## config.mk

```make
export PLATFORM = sky130hd
export DESIGN_NAME = hazard_ctrl_flat
export DESIGN_NICKNAME = d
export VERILOG_FILES = /design/src/rtl/cpu_pkg.sv /design/src/rtl/hazard_ctrl_if.sv /design/src/rtl/load_use_det.sv /design/src/rtl/hazard_ctrl.sv /design/src/flat_wrapper.sv
export SDC_FILE = /design/constraint.sdc
export NUM_CORES = 1
export LEC_CHECK = 0
export ABC_CLOCK_PERIOD_IN_PS = 7500
export BUFFER_PORTS_ARGS = -buffer_cell sky130_fd_sc_hd__clkbuf_2
export CORE_MARGIN = 2
export CORE_UTILIZATION = 42
export CTS_CLUSTER_DIAMETER = 30
export DETAILED_ROUTE_END_ITERATION = 8
export GPL_TIMING_DRIVEN = 0
export HOLD_SLACK_MARGIN = 0.03
export PLACE_DENSITY = 0.79
export SYNTH_ARGS = -nofsm -noshare
export SYNTH_HDL_FRONTEND = slang
export SYNTH_SLANG_ARGS = --single-unit
export TNS_END_PERCENT = 100
```

## constraint.sdc

```tcl
create_clock -name Clk -period 7.5 [get_ports Clk]
set_input_delay 2.25 -clock Clk [delete_from_list [all_inputs] [get_ports Clk]]
set_output_delay 2.25 -clock Clk [all_outputs]
set_load 0.005 [all_outputs]
```

## src/rtl/cpu_pkg.sv

```systemverilog
// Shared CPU definitions used by the hazard/control-flow sequencer.
//   - pc_sel_e   : encodings of the PC source mux select
//   - hz_state_e : hazard_ctrl exception-sequencing FSM states
//   - DRAIN_W    : width of the exception drain counter (DRAIN_CYC up to 7)
package cpu_pkg;

  typedef enum logic [1:0] {
    PCSEL_PC4 = 2'b00,  // sequential fetch
    PCSEL_BR  = 2'b01,  // branch target
    PCSEL_J   = 2'b10,  // jump target
    PCSEL_EXC = 2'b11   // exception vector
  } pc_sel_e;

  typedef enum logic [1:0] {
    ST_RUN       = 2'b00,
    ST_EXC_DRAIN = 2'b01,
    ST_EXC_REDIR = 2'b10
  } hz_state_e;

  localparam int DRAIN_W = 3;

endpackage : cpu_pkg

```

## src/rtl/hazard_ctrl_if.sv

```systemverilog
// Signal bundle between the pipeline datapath and hazard_ctrl.
//   master : pipeline side; drives ID/EX/MEM status, receives controls
//   slave  : hazard_ctrl side; receives status, drives PC/pipeline controls,
//            EPC and the performance counters
// Parameter CNT_W sets the performance-counter width.
interface hazard_ctrl_if #(
  parameter int CNT_W = 32
);

  // ID / EX / MEM status
  logic [4:0]       ID_Rs;
  logic [4:0]       ID_Rt;
  logic             ID_UsesRt;
  logic [4:0]       EX_Rw;
  logic             EX_RegWr;
  logic             EX_MemtoReg;
  logic             MEM_Branch;
  logic             MEM_Zero;
  logic             MEM_Jump;
  logic             MEM_Overflow;
  logic [31:0]      MEM_PC4;

  // PC and pipeline-register controls
  logic             PC_Wr;
  logic [1:0]       PC_Sel;
  logic             IFID_Wr;
  logic             IFID_Flush;
  logic             IDEX_Flush;
  logic             EXMEM_Flush;
  logic             MEMWR_Flush;

  // Exception PC and performance counters
  logic [31:0]      EPC;
  logic [CNT_W-1:0] Stall_Cnt;
  logic [CNT_W-1:0] Flush_Cnt;
  logic [CNT_W-1:0] Exc_Cnt;

  modport master (
    output ID_Rs, ID_Rt, ID_UsesRt, EX_Rw, EX_RegWr, EX_MemtoReg,
           MEM_Branch, MEM_Zero, MEM_Jump, MEM_Overflow, MEM_PC4,
    input  PC_Wr, PC_Sel, IFID_Wr, IFID_Flush, IDEX_Flush, EXMEM_Flush,
           MEMWR_Flush, EPC, Stall_Cnt, Flush_Cnt, Exc_Cnt
  );

  modport slave (
    input  ID_Rs, ID_Rt, ID_UsesRt, EX_Rw, EX_RegWr, EX_MemtoReg,
           MEM_Branch, MEM_Zero, MEM_Jump, MEM_Overflow, MEM_PC4,
    output PC_Wr, PC_Sel, IFID_Wr, IFID_Flush, IDEX_Flush, EXMEM_Flush,
           MEMWR_Flush, EPC, Stall_Cnt, Flush_Cnt, Exc_Cnt
  );

endinterface : hazard_ctrl_if

```

## src/rtl/load_use_det.sv

```systemverilog
// Combinational load-use hazard compare.
// Flags when the instruction in EX is a load whose destination is a source
// of the instruction in ID. Register 0 is hard-wired zero and never stalls.
//   ex_rw, ex_reg_wr, ex_mem_to_reg : destination / write / load of EX instr
//   id_rs, id_rt, id_uses_rt        : sources of ID instr
//   lu                              : load-use hazard present
module load_use_det (
  input  logic [4:0] ex_rw,
  input  logic       ex_reg_wr,
  input  logic       ex_mem_to_reg,
  input  logic [4:0] id_rs,
  input  logic [4:0] id_rt,
  input  logic       id_uses_rt,
  output logic       lu
);

  logic rs_hit;
  logic rt_hit;

  assign rs_hit = (ex_rw == id_rs);
  assign rt_hit = id_uses_rt && (ex_rw == id_rt);
  assign lu     = ex_mem_to_reg && ex_reg_wr && (ex_rw != 5'd0) && (rs_hit || rt_hit);

endmodule : load_use_det

```

## src/rtl/hazard_ctrl.sv

```systemverilog
// Pipeline hazard and control-flow sequencer for the 5-stage CPU.
// Detects load-use hazards, resolves taken branches/jumps in MEM and runs
// arithmetic-overflow exceptions through EXC_DRAIN / EXC_REDIR.
// Ports:
//   Clk   : clock, all state updates on rising edge
//   Reset : synchronous, active-high
//   bus   : hazard_ctrl_if.slave (pipeline status in; PC/flush/hold controls,
//           EPC and performance counters out)
// Parameters:
//   DRAIN_CYC : cycles spent in EXC_DRAIN (1..7)
//   CNT_W     : performance-counter width
// Configuration macro:
//   HAZ_PERF_CNT_EN : when defined, Stall/Flush/Exc counters are implemented;
//                     otherwise the counter ports are tied to zero.
module hazard_ctrl
  import cpu_pkg::*;
#(
  parameter int DRAIN_CYC = 2,
  parameter int CNT_W     = 32
) (
  input logic          Clk,
  input logic          Reset,
  hazard_ctrl_if.slave bus
);

  localparam logic [DRAIN_W-1:0] DRAIN_LOAD = DRAIN_W'(DRAIN_CYC - 1);

  hz_state_e          state_q, state_nxt;
  logic [DRAIN_W-1:0] drain_q, drain_nxt;
  logic [31:0]        epc_q;
  logic               epc_ld;

  logic               lu;
  logic               br_taken;

  pc_sel_e            pc_sel;
  logic               pc_wr;
  logic               ifid_wr;
  logic               ifid_flush;
  logic               idex_flush;
  logic               exmem_flush;
  logic               memwr_flush;

  load_use_det u_load_use_det (
    .ex_rw         (bus.EX_Rw),
    .ex_reg_wr     (bus.EX_RegWr),
    .ex_mem_to_reg (bus.EX_MemtoReg),
    .id_rs         (bus.ID_Rs),
    .id_rt         (bus.ID_Rt),
    .id_uses_rt    (bus.ID_UsesRt),
    .lu            (lu)
  );

  assign br_taken = bus.MEM_Branch && bus.MEM_Zero;

  // NOTE: every signal driven here gets a default before any branch so no
  // path leaves it unassigned; that is what keeps this block latch-free.
  always_comb begin
    state_nxt   = state_q;
    drain_nxt   = drain_q;
    epc_ld      = 1'b0;
    pc_wr       = 1'b1;
    pc_sel      = PCSEL_PC4;
    ifid_wr     = 1'b1;
    ifid_flush  = 1'b0;
    idex_flush  = 1'b0;
    exmem_flush = 1'b0;
    memwr_flush = 1'b0;

    // While Reset is high the defaults stand and the register block forces RUN.
    if (!Reset) begin
      unique case (state_q)
        ST_RUN: begin
          if (bus.MEM_Overflow) begin
            epc_ld      = 1'b1;
            pc_wr       = 1'b0;
            ifid_flush  = 1'b1;
            idex_flush  = 1'b1;
            exmem_flush = 1'b1;
            memwr_flush = 1'b1;
            drain_nxt   = DRAIN_LOAD;
            state_nxt   = ST_EXC_DRAIN;
          end else if (bus.MEM_Jump) begin
            // Jump outranks a simultaneous branch (illegal encoding).
            pc_sel      = PCSEL_J;
            ifid_flush  = 1'b1;
            idex_flush  = 1'b1;
            exmem_flush = 1'b1;
          end else if (br_taken) begin
            // The LU instruction in ID is squashed anyway, so no stall.
            pc_sel      = PCSEL_BR;
            ifid_flush  = 1'b1;
            idex_flush  = 1'b1;
            exmem_flush = 1'b1;
          end else if (lu) begin
            // One bubble: next cycle the load sits in MEM and forwards.
            pc_wr       = 1'b0;
            ifid_wr     = 1'b0;
            idex_flush  = 1'b1;
          end
        end

        ST_EXC_DRAIN: begin
          pc_wr       = 1'b0;
          ifid_flush  = 1'b1;
          idex_flush  = 1'b1;
          exmem_flush = 1'b1;
          if (drain_q == '0) begin
            state_nxt = ST_EXC_REDIR;
          end else begin
            drain_nxt = drain_q - 1'b1;
          end
        end

        ST_EXC_REDIR: begin
          pc_sel     = PCSEL_EXC;
          ifid_flush = 1'b1;
          state_nxt  = ST_RUN;
        end

        default: state_nxt = ST_RUN;
      endcase
    end
  end

  // NOTE: state registers use non-blocking assignments so every flop samples
  // pre-edge values regardless of block ordering.
  always_ff @(posedge Clk) begin
    if (Reset) begin
      state_q <= ST_RUN;
      drain_q <= '0;
      epc_q   <= '0;
    end else begin
      state_q <= state_nxt;
      drain_q <= drain_nxt;
      if (epc_ld) begin
        epc_q <= bus.MEM_PC4 - 32'd4;
      end
    end
  end

  assign bus.PC_Wr       = pc_wr;
  assign bus.PC_Sel      = pc_sel;
  assign bus.IFID_Wr     = ifid_wr;
  assign bus.IFID_Flush  = ifid_flush;
  assign bus.IDEX_Flush  = idex_flush;
  assign bus.EXMEM_Flush = exmem_flush;
  assign bus.MEMWR_Flush = memwr_flush;
  assign bus.EPC         = epc_q;

`ifdef HAZ_PERF_CNT_EN
  logic [CNT_W-1:0] stall_cnt_q;
  logic [CNT_W-1:0] flush_cnt_q;
  logic [CNT_W-1:0] exc_cnt_q;
  logic             stall_ev;
  logic             flush_ev;
  logic             exc_ev;

  // Each event has a unique output signature: only an LU stall drops IFID_Wr,
  // only a taken branch/jump selects BR/J, only exception entry flushes MEM/WR.
  assign stall_ev = !ifid_wr;
  assign flush_ev = (pc_sel == PCSEL_BR) || (pc_sel == PCSEL_J);
  assign exc_ev   = memwr_flush;

  always_ff @(posedge Clk) begin
    if (Reset) begin
      stall_cnt_q <= '0;
      flush_cnt_q <= '0;
      exc_cnt_q   <= '0;
    end else begin
      if (stall_ev) stall_cnt_q <= stall_cnt_q + CNT_W'(1);
      if (flush_ev) flush_cnt_q <= flush_cnt_q + CNT_W'(1);
      if (exc_ev)   exc_cnt_q   <= exc_cnt_q + CNT_W'(1);
    end
  end

  assign bus.Stall_Cnt = stall_cnt_q;
  assign bus.Flush_Cnt = flush_cnt_q;
  assign bus.Exc_Cnt   = exc_cnt_q;
`else
  assign bus.Stall_Cnt = '0;
  assign bus.Flush_Cnt = '0;
  assign bus.Exc_Cnt   = '0;
`endif

endmodule : hazard_ctrl

```

## src/flat_wrapper.sv

```systemverilog
// flat-port wrapper written by rule: the top's interface ports become plain ports
module hazard_ctrl_flat import cpu_pkg::*;
#(
  parameter int DRAIN_CYC = 2,
  parameter int CNT_W     = 32
)
  (Clk, Reset, bus_ID_Rs, bus_ID_Rt, bus_ID_UsesRt, bus_EX_Rw, bus_EX_RegWr, bus_EX_MemtoReg, bus_MEM_Branch, bus_MEM_Zero, bus_MEM_Jump, bus_MEM_Overflow, bus_MEM_PC4, bus_PC_Wr, bus_PC_Sel, bus_IFID_Wr, bus_IFID_Flush, bus_IDEX_Flush, bus_EXMEM_Flush, bus_MEMWR_Flush, bus_EPC, bus_Stall_Cnt, bus_Flush_Cnt, bus_Exc_Cnt);
  hazard_ctrl_if #(.CNT_W(CNT_W)) bus_i ();
  input logic Clk;
  input logic Reset;
  input wire logic [$bits(bus_i.ID_Rs)-1:0] bus_ID_Rs;
  input wire logic [$bits(bus_i.ID_Rt)-1:0] bus_ID_Rt;
  input wire logic [$bits(bus_i.ID_UsesRt)-1:0] bus_ID_UsesRt;
  input wire logic [$bits(bus_i.EX_Rw)-1:0] bus_EX_Rw;
  input wire logic [$bits(bus_i.EX_RegWr)-1:0] bus_EX_RegWr;
  input wire logic [$bits(bus_i.EX_MemtoReg)-1:0] bus_EX_MemtoReg;
  input wire logic [$bits(bus_i.MEM_Branch)-1:0] bus_MEM_Branch;
  input wire logic [$bits(bus_i.MEM_Zero)-1:0] bus_MEM_Zero;
  input wire logic [$bits(bus_i.MEM_Jump)-1:0] bus_MEM_Jump;
  input wire logic [$bits(bus_i.MEM_Overflow)-1:0] bus_MEM_Overflow;
  input wire logic [$bits(bus_i.MEM_PC4)-1:0] bus_MEM_PC4;
  output wire logic [$bits(bus_i.PC_Wr)-1:0] bus_PC_Wr;
  output wire logic [$bits(bus_i.PC_Sel)-1:0] bus_PC_Sel;
  output wire logic [$bits(bus_i.IFID_Wr)-1:0] bus_IFID_Wr;
  output wire logic [$bits(bus_i.IFID_Flush)-1:0] bus_IFID_Flush;
  output wire logic [$bits(bus_i.IDEX_Flush)-1:0] bus_IDEX_Flush;
  output wire logic [$bits(bus_i.EXMEM_Flush)-1:0] bus_EXMEM_Flush;
  output wire logic [$bits(bus_i.MEMWR_Flush)-1:0] bus_MEMWR_Flush;
  output wire logic [$bits(bus_i.EPC)-1:0] bus_EPC;
  output wire logic [$bits(bus_i.Stall_Cnt)-1:0] bus_Stall_Cnt;
  output wire logic [$bits(bus_i.Flush_Cnt)-1:0] bus_Flush_Cnt;
  output wire logic [$bits(bus_i.Exc_Cnt)-1:0] bus_Exc_Cnt;
  assign bus_i.ID_Rs = bus_ID_Rs;
  assign bus_i.ID_Rt = bus_ID_Rt;
  assign bus_i.ID_UsesRt = bus_ID_UsesRt;
  assign bus_i.EX_Rw = bus_EX_Rw;
  assign bus_i.EX_RegWr = bus_EX_RegWr;
  assign bus_i.EX_MemtoReg = bus_EX_MemtoReg;
  assign bus_i.MEM_Branch = bus_MEM_Branch;
  assign bus_i.MEM_Zero = bus_MEM_Zero;
  assign bus_i.MEM_Jump = bus_MEM_Jump;
  assign bus_i.MEM_Overflow = bus_MEM_Overflow;
  assign bus_i.MEM_PC4 = bus_MEM_PC4;
  assign bus_PC_Wr = bus_i.PC_Wr;
  assign bus_PC_Sel = bus_i.PC_Sel;
  assign bus_IFID_Wr = bus_i.IFID_Wr;
  assign bus_IFID_Flush = bus_i.IFID_Flush;
  assign bus_IDEX_Flush = bus_i.IDEX_Flush;
  assign bus_EXMEM_Flush = bus_i.EXMEM_Flush;
  assign bus_MEMWR_Flush = bus_i.MEMWR_Flush;
  assign bus_EPC = bus_i.EPC;
  assign bus_Stall_Cnt = bus_i.Stall_Cnt;
  assign bus_Flush_Cnt = bus_i.Flush_Cnt;
  assign bus_Exc_Cnt = bus_i.Exc_Cnt;
  hazard_ctrl #(.DRAIN_CYC(DRAIN_CYC), .CNT_W(CNT_W)) u_core (.Clk(Clk), .Reset(Reset), .bus(bus_i));
endmodule
```

==> results_dict.tcl, run 1 <==
set metrics [dict create \
    status "complete, no violations" \
    hold_buffers 0 \
    firstDrtPassIters 4 \
    grt_pass1_wl_mm 11.62 \
    finalSetupViolations 0 \
    slowest_delay_ps 510 \
    final_nets 645 \
    synth_ff_type "dfxtp_1" \
    postCtsSetupBuffers 0 \
    rsz0062_at_grt "false" \
    crit_path_frequent_cell "clkbuf_1" \
    whs_ps 459.2 \
    fmax_mhz 172.8 \
    final_hold_viol_count 0 \
    r2r_setup_slack_ps 4960 \
    pwr_density_cell_nw_per_um2 164.9 \
    viasPerCell 4.603 \
    required_ps 5250 \
    slew_violations 0 \
    drc 0 \
    antennaDiodeCount 0 \
    grt-ovfl-total 0 \
    synth.distinct_cells 47 \
    critPathKind "input pin to output pin" \
    area_delta_synth_final_pct 33.84 \
    core_area_um2 7137 \
    num_rows 31 \
    wl_per_cell_um 11.72 \
    pin_count 192 \
    dieHeight_um 89.28 \
    ir_worst_vdd_uv 61.35 \
    hp-class "flop to flop" \
    tightest_slew_ps 696.7 \
    p_leak_uw 0.002031 \
    final_core_util_pct 57.28 \
    antenna_found_initial 0 \
    dp_cells 674 \
    relSlewSlack_pct 53.12 \
    track_usage_pct 18.43 \
    skew_ps 2.156 \
    port_buffers 94 \
    clock_latency_ps 290 \
    clock_sinks 37 \
    die_x_um 89.28 \
    synth_enable_flop_cells 0 \
    dieArea_um2 7970 \
    drt-initial-drc-count 150 \
    post_cts_resized 0 \
    async_flop_share_pct 0 \
    synthCells 386 \
    clockBufferDepth 2 \
    cts_inserted_buffers 5 \
    cp_max_fo 10 \
    num-fill-cells 724 \
    setup-tns-final_ps 0 \
    start_util_pct 42.79 \
    path_cells "clkbuf_1 -> clkbuf_1 -> nor3_1 -> a31oi_1 -> clkbuf_2" \
    ctsHtreeMaxLevel 2 \
    worstSetupEndpointType "output pin" \
    grt_pass1_vias 2613 \
    synth_area_per_cell_um2 7.912 \
    fin_crit_ps 5788 \
    slowest_stage "clkbuf_1" \
    drive_gt1_share_pct 36.19 \
    yosysWarnings 0 \
    grt_max_degree 12 \
    syn-cell-area_um2 3054 \
    start_kind "input pin" \
    fin_crit_sh_pct 77.18 \
    gp_congestion 0.8216 \
    stdcell_count 682 \
    vias 3139 \
    ys_seq_area_share_pct 24.25 \
    hpwl_mm 6.511 \
    routed_wl_mm 7.994 \
    worst_ep_arrival_time_ps 3540 \
    cts_tree "built" \
    cts-root-buf "clkbuf_8" \
    total_power_uw 674.3 \
    maxCapViolCount 0 \
    synth_seq_cells 37 \
    clk_pin_slew_ps 70 \
    ant_nets 0 \
]
-- power by group --
| part | total [µW] | internal [µW] | switching [µW] | leakage [µW] |
|---|---|---|---|---|
| registers | 253 | 233 | 19.5 | 0.000306 |
| logic | 285 | 131 | 154 | 0.00168 |
| clock network | 137 | 64.4 | 72.3 | 0.0000450 |
| total | 674 | 429 | 245 | 0.00203 |
-- layout make-up --
| class | instances | area [µm²] | area share (%) |
|---|---|---|---|
| tap | 99 | 123.9 | 3.030 |
| clock buffer | 6 | 72.57 | 1.775 |
| buffer | 118 | 819.5 | 20.05 |
| clock inverter | 2 | 10.01 | 0.2449 |
| multi-input combinational | 317 | 1817 | 44.44 |
| inverter | 9 | 33.78 | 0.8264 |
| timing repair buffer | 94 | 470.5 | 11.51 |
| sequential | 37 | 740.7 | 18.12 |
-- kinds of logic (layout without fill, tap and decap cells) --
family          after synthesis  in the layout  synth area share, %
simple gates                127            127                22.70
buf+inv                     127            229                27.94
flops                        37             37                24.25
other cells                   1             96               0.1228
fa+ha+maj                     7              7                2.868
compound gates               68             68                16.67
xor+xnor                     19             19                5.449
-- state kept, by name, indices dropped and copies added (netlist names) --
| register | count |
|---|---|
| u_core.bus.EPC | 32 |
| u_core.drain_q | 3 |
| u_core.state_q | 2 |
-- cell usage in the layout, fill, tap and decap left out, types with 13 or more instances in the layout --
| cell | n |
|---|---|
| a211oi_1 | 17 |
| a311oi_1 | 15 |
| buf_4 | 96 |
| clkbuf_1 | 18 |
| clkbuf_2 | 94 |
| conb_1 | 96 |
| dfxtp_1 | 37 |
| nand2_1 | 13 |
| nor2_1 | 44 |
| nor4_1 | 13 |
| or4_1 | 14 |
| xnor2_1 | 18 |
-- per-stage QoR --
step / area (µm²) / setup WS (ps)
floorplan: 3411 / 2081
global placement: 4005 / 1694
detailed placement: 4005 / 1688
CTS: 4088 / 1669
global route: 4088 / 1507
finish: 4088 / 1712
-- critical path, delay by kind of cell --
| kind | cells | cell delay, ps |
|---|---|---|
| buffers and inverters | 3 | 980 |
| and+or+nand+nor | 1 | 130 |
| AOI/OAI and AO/OA | 1 | 170 |
-- synthesized netlist by cell type (2+ instances only) --
cell type  number  area (µm²)
buf_4          96       720.7
nor2_1         44       165.2
dfxtp_1        37       740.7
xnor2_1        18       157.7
a211oi_1       17       127.6
clkbuf_1       17       63.81
a311oi_1       15       131.4
or4_1          14       105.1
nand2_1        13       48.80
nor4_1         13       81.33
inv_1           9       33.78
a21oi_1         8       40.04
nor3_1          8       40.04
o31ai_1         8       60.06
ha_1            7       87.58
or3_1           7       43.79
o21ai_0         5       25.02
or2_2           4       25.02
or4_4           4       45.04
and4_1          3       26.28
nand2b_1        3       18.77
nand3_1         3       15.01
nand4_1         3       18.77
o41ai_1         3       26.28
a31oi_1         2       12.51
buf_1           2       7.510
buf_6           2       22.52
nor2b_1         2       12.51
-- worst paths after layout --
check                                      start                         endpoint  depth (start not counted)
setup / recovery                           Reset                        bus_PC_Wr                          5
hold / removal    u_core.bus.EPC[1]$_SDFFE_PP0P_   u_core.bus.EPC[1]$_SDFFE_PP0P_                          2
setup reg to reg  u_core.state_q[0]$_SDFFE_PP0P_  u_core.bus.EPC[25]$_SDFFE_PP0P_                          8
hold reg to reg   u_core.bus.EPC[1]$_SDFFE_PP0P_   u_core.bus.EPC[1]$_SDFFE_PP0P_                          2
-- layer usage --
| metal | track usage (%) | routed length, µm | vias to the layer above |
|---|---|---|---|
| li1 | - | - | 1584 |
| met1 | 21.07 | 3132 | 1384 |
| met2 | 32.39 | 3888 | 160 |
| met3 | 5.725 | 868 | 11 |
| met4 | 6.377 | 105 | 0 |
| met5 | 0 | 0 | - |
No activity file was read; power rests on OpenSTA's default activity.
==> run 2, diff against run 1 <==
- ABC_AREA: not set -> 1
- ABC_CLOCK_PERIOD_IN_PS: 7500 -> 4650
- CORE_UTILIZATION: 42 -> 41
- clock period: 7.5 -> 4.65 ns (I/O delays scaled with it)
==> run 2 against run 1 <==
  * Clock power rose by 64%
  * Clock skew grew 2.6 ps
  * Largest power group is now sequential cells
  * Global-route usage is 2.1 points higher
==> results_dict.tcl, run 2 <==
set metrics [dict create \
    status "complete, no violations" \
    p_comb_share_pct 37.2 \
    total_power_uw 969.8 \
    clockBufferDepth 2 \
    clk_pin_slew_ps 70 \
    worstSetupEndpointType "output pin" \
    fin_crit_ps 3751 \
    drive_gt1_share_pct 29.13 \
    async_flop_share_pct 0 \
    start_kind "input pin" \
    synth_seq_cells 37 \
    cts-root-buf "clkbuf_8" \
    ctsHtreeMaxLevel 2 \
    path_cells "clkbuf_2 -> clkbuf_1 -> nor2_1 -> inv_1 -> a21oi_1 -> clkbuf_2" \
    start_util_pct 42.67 \
    slowest_stage "clkbuf_1" \
    grt_max_degree 11 \
    layout_commonest_cell "nand2_1" \
    whs_ps 474.9 \
    fmax_mhz 266.6 \
    critPathKind "input pin to output pin" \
    path_buf_inv 4 \
    postCtsSetupBuffers 0 \
    clock_sinks 37 \
    hp-class "flop to flop" \
    setup-tns-final_ps 0 \
    seq_power_share_pct 39.8 \
    rsz0062_at_grt "false" \
    final_cell_mix "nand2_1 (127), buf_4 (96), conb_1 (96)" \
    ant_nets 0 \
    fin_crit_sh_pct 80.67 \
    core_area_um2 7767 \
    cts_inserted_buffers 5 \
    port_buffers 95 \
    pwr_density_cell_nw_per_um2 222.4 \
    ys_seq_area_share_pct 22.35 \
    antenna_found_initial 0 \
    yosys.area.top_type "dfxtp_1" \
    grt-ovfl-total 0 \
    p_int_uw 643.1 \
    die_x_um 93.91 \
    area_delta_synth_final_pct 31.56 \
    gp_congestion 0.9005 \
    final_core_util_pct 56.14 \
    tightest_slew_ps 504.4 \
    synth.distinct_cells 29 \
    pin_count 192 \
    final_hold_viol_count 0 \
    cp_max_fo 10 \
    synthCells 541 \
    maxCapViolCount 0 \
    critical-path-top-delay-family "buffers and inverters" \
    finalSetupViolations 0 \
    antennaDiodeCount 0 \
    num_rows 32 \
    final_nets 801 \
    track_usage_pct 20.53 \
    yosysWarnings 0 \
    synth_area_per_cell_um2 6.126 \
    clock_latency_ps 280 \
    cts_tree "built" \
    viasPerCell 4.257 \
    firstDrtPassIters 4 \
    yosysMostFrequentCell "nand2_1" \
    post_cts_resized 0 \
    switchingPower_uw 326.7 \
    relSlewSlack_pct 66.38 \
    grt_pass1_wl_mm 14.48 \
    required_ps 3250 \
    drt-initial-drc-count 112 \
    hold_buffers 0 \
    synth_top_area_share_pct 22.35 \
    synth_ff_type "dfxtp_1" \
    hpwl_mm 8.083 \
    worst_ep_arrival_time_ps 2360 \
    dieArea_um2 8819 \
    slowest_delay_ps 420 \
    largest_reg_flops 32 \
    slew_violations 0 \
    wl_per_cell_um 11.00 \
    grt_pass1_vias 3185 \
    routed_wl_mm 9.238 \
    yosys-top-cells-count "nand2_1 (127), buf_4 (96), nor2_1 (69)" \
    syn-cell-area_um2 3314 \
    dieHeight_um 93.91 \
    synth_enable_flop_cells 0 \
    drc 0 \
    skew_ps 4.708 \
    synth_area_leaders "dfxtp_1 (22%), buf_4 (22%), nand2_1 (14%), nor2_1 (7.8%), inv_1 (7.5%)" \
    ir_worst_vdd_uv 122.3 \
    clkPwrFrac_pct 23.1 \
    swShare_pct 33.69 \
    crit_path_frequent_cell "clkbuf_2" \
    p_leak_uw 0.002627 \
    vias 3576 \
]
## run 2: cell types whose count changed after synthesis, sizes merged, moves of 12 or more
cell	delta
or4	-18
nand3	+43
xnor2	-14
nor4	-13
nor2	+34
inv	+58
a211oi	-14
nand2	+117
a311oi	-15
clkbuf	-12
o21ai	+20
## run 2: worst paths after layout
path         cells after the start                               to  slack [ps]                            start
min reg2reg                      2  u_core.bus.EPC[17]$_SDFFE_PP0P_         470  u_core.bus.EPC[17]$_SDFFE_PP0P_
min                              2  u_core.bus.EPC[17]$_SDFFE_PP0P_         470  u_core.bus.EPC[17]$_SDFFE_PP0P_
max reg2reg                      8  u_core.bus.EPC[19]$_SDFFE_PP0P_        2940   u_core.state_q[0]$_SDFFE_PP0P_
max                              6                   bus_IDEX_Flush         900                            Reset
## run 2: per-layer routing
| layer | vias up | routed length, µm | track usage, % |
|---|---|---|---|
| met5 | - | 0 | 0 |
| met4 | 0 | 129 | 4.710 |
| met3 | 14 | 834 | 4.414 |
| met2 | 148 | 4482 | 38.57 |
| met1 | 1527 | 3791 | 23.51 |
| li1 | 1887 | - | - |
## run 2: through the flow
| stage | area, µm² | setup WS [ps] | std cells |
|---|---|---|---|
| 6_report | 4360 | 898.7 | 840 |
| 5_1_grt | 4360 | 765.0 | 840 |
| 4_1_cts | 4360 | 895.1 | 840 |
| 3_5_place_dp | 4274 | 895.2 | 833 |
| 3_3_place_gp | 4274 | 883.1 | 833 |
| 2_1_floorplan | 3671 | 1300 | 636 |
## run 2: worst register-to-register path, stage by stage (launching register included)
cell,delay (ps)
dfxtp_1,340
inv_1,90
ha_1,220
nand2_2,160
nor2_4,190
buf_2,300
nand3_1,190
nand2_1,100
inv_1,40
## run 2: layout make-up
| type | count | area (µm²) |
|---|---|---|
| flip-flops and latches | 37 | 740.7 |
| fillers | 809 | 3407 |
| inverters | 67 | 251.5 |
| plain buffers | 105 | 759.5 |
| repair buffers | 95 | 475.5 |
| well taps | 102 | 127.6 |
| multi-input cells | 427 | 1919 |
| clock buffers | 7 | 86.33 |
## run 2: logic make-up (layout without fill, tap and decap cells)
group / count (synthesis) / count (layout) / synth area share (%)
AOI/OAI and AO/OA: 47 / 47 / 7.965
xor gates and xnor gates: 9 / 9 / 2.378
adders and majority gates: 7 / 7 / 2.642
buffers and inverters: 172 / 274 / 30.50
DFF: 37 / 37 / 22.35
other: 1 / 96 / 0.1131
and+or+nand+nor: 268 / 268 / 34.05
## run 2: power by group through the flow
stage	clock [µW]	combinational (µW)	sequential, µW
2_1_floorplan	0	229	394
3_3_place_gp	0	351	392
3_5_place_dp	0	357	393
4_1_cts	229	359	386
5_1_grt	243	412	391
6_report	224	360	386
==> run 3, diff against run 2 <==
- ABC_AREA: 1 -> 0
- ABC_CLOCK_PERIOD_IN_PS: 4650 -> 3060
- CORE_UTILIZATION: 41 -> 39
- PLACE_DENSITY: 0.79 -> 0.77
- clock period: 4.65 -> 3.06 ns (I/O delays scaled with it)
==> run 3 against run 2 <==
  * Clock power up 110%
  * Register-to-register slack worse by 2400 ps
  * Worst hold slack got worse by 6.8 ps
  * Combinational power rose by 94%
  * Wire length down 11%
  * First-iteration DRC count grew 79%
  * Clock skew grew 2.8 ps
  * Power is 84% higher
  * Largest power group is now combinational logic
  * Cell area fell by 5.0%
==> results_dict.tcl, run 3 (same netlist as run 1, synthesis figures left out) <==
set metrics [dict create \
    final_hold_viol_count 0 \
    fin_crit_sh_pct 98.63 \
    cts_inserted_buffers 5 \
    fin_crit_ps 3018 \
    viasPerCell 4.561 \
    timing.rr.end "u_core.bus.EPC[29]$_SDFFE_PP0P_" \
    drt-initial-drc-count 200 \
    total_power_uw 1782 \
    slowest_stage "or4_1" \
    port_buffers 94 \
    start_util_pct 39.94 \
    seqCellArea_um2 740.7 \
    area_delta_synth_final_pct 35.60 \
    hold_buffers 0 \
    path_buf_inv 2 \
    core_area_um2 7647 \
    route.top_layer_used "met4" \
    cp_max_fo 3 \
    path_cells "clkbuf_2 -> or4_1 -> nor2_2 -> nor3_2 -> a31o_2 -> clkbuf_2" \
    whs_ps 468.1 \
    die_x_um 92.50 \
    wirelength_met1_mm 3.300 \
    antennaDiodeCount 0 \
    final_cell_mix "clkbuf_2 (96), buf_4 (96), conb_1 (96)" \
    grt-ovfl-total 0 \
    vias 3124 \
    clock_sinks 37 \
    r2r_start "u_core.state_q[0]$_SDFFE_PP0P_" \
    crit_path_frequent_cell "clkbuf_2" \
    holdPathEnd "u_core.bus.EPC[0]$_SDFFE_PP0P_" \
    dp_slack_ps -63.25 \
    firstDrtPassIters 4 \
    critPathKind "input pin to output pin" \
    start_kind "input pin" \
    track_usage_pct 18.62 \
    multiInputGateArea_um2 1827 \
    num_rows 32 \
    holdPathStages 2 \
    cts-root-buf "clkbuf_8" \
    drive_gt1_share_pct 37.22 \
    grt_max_degree 13 \
    hold_path_startpoint "u_core.bus.EPC[0]$_SDFFE_PP0P_" \
    critical-path-top-delay-family "simple AND/OR/NAND/NOR gates" \
    slowest_delay_ps 530 \
    ctsHtreeMaxLevel 2 \
    pin_count 192 \
    ant_nets 0 \
    hp-class "flop to flop" \
    grt_pass1_wl_mm 12.99 \
    clock_latency_ps 300 \
    slew_violations 0 \
    cts_tree "built" \
    dieHeight_um 92.50 \
    worst_ep_arrival_time_ps 2100 \
    ir_worst_vdd_uv 189.8 \
    rsz0062_at_grt "false" \
    skew_ps 7.532 \
    pwr_density_cell_nw_per_um2 430.3 \
    tightest_slew_ps 691.6 \
    rr_worst_depth 8 \
    fin_ws_ps 41.97 \
    clk_pin_slew_ps 70 \
    worstSetupEndpointType "output pin" \
    largest_reg_flops 32 \
    dieArea_um2 8555 \
    wl_met3_um 766 \
    clockBufferDepth 2 \
    num-fill-cells 717 \
    p_leak_uw 0.002052 \
    finalSetupViolations 0 \
    drc 0 \
    fmax_mhz 331.3 \
    wl_per_cell_um 11.97 \
    required_ps 2140 \
    grt_pass1_vias 2832 \
    routed_wl_mm 8.198 \
    gp_congestion 0.8149 \
    hpwl_mm 6.595 \
    antenna_found_initial 0 \
    status "complete, no violations" \
    dr_wl_met2_mm 4.069 \
    stdcell_area_um2 4141 \
    maxCapViolCount 0 \
    postCtsSetupBuffers 0 \
    setup-tns-final_ps 0 \
    r2r_setup_slack_ps 540 \
    placed_area_um2 4009 \
    relSlewSlack_pct 53.47 \
    final_nets 645 \
]
-- run 3: area by class of cell --
type / count / area share, %
multi-input cells: 317 / 44.11
clock inverters: 2 / 0.9063
plain buffers: 118 / 19.85
well taps: 102 / 3.082
clock buffers: 6 / 1.994
flip-flops and latches: 37 / 17.89
repair buffers: 94 / 11.36
inverters: 9 / 0.8157
-- run 3: worst max path at each step --
stage,startpoint,end,slack [ps],depth (start not counted)
after floorplan,bus_MEM_PC4[3],u_core.bus.EPC[19]$_SDFFE_PP0P_,210,6
after global placement,Reset,bus_PC_Wr,-120,5
after detailed placement,Reset,bus_PC_Wr,-60,5
after CTS,bus_EX_Rw[1],bus_IDEX_Flush,30,6
after global routing,bus_EX_Rw[1],bus_PC_Wr,4,6
final,bus_EX_Rw[1],bus_IDEX_Flush,40,6
-- run 3: layer usage --
layer  vias up  track usage [%]
met5         -                0
met4         0            4.975
met3         7            3.662
met2       143            34.00
met1      1394            22.09
li1       1580                -
-- run 3: power by group --
part,switching (µW),internal (µW)
Clock,198,265
Sequential,50.2,571
Combinational,374,323
Total,622,1160
-- run 3: stage by stage --
| step | cells | util [%] |
|---|---|---|
| global placement | 677 | 52.42 |
| finish | 685 | 54.16 |
| detailed placement | 677 | 52.42 |
| CTS | 685 | 54.01 |
| global route | 685 | 54.16 |
| floorplan | 481 | - |
-- run 3: worst reg2reg max path: cells and delay by family (launching register included) --
| kind | cells | cell delay (ps) |
|---|---|---|
| adder cells (fa/ha/maj) | 1 | 150 |
| buffers and inverters | 5 | 1550 |
| AO/OA/AOI/OAI | 1 | 170 |
| AND/OR/NAND/NOR | 1 | 180 |
| flip-flops | 1 | 330 |
-- run 3: repair_timing --
item,4_1_cts,5_1_grt
resized for setup,1,5
setup endpoints to repair,1,3
pin swaps,0,2
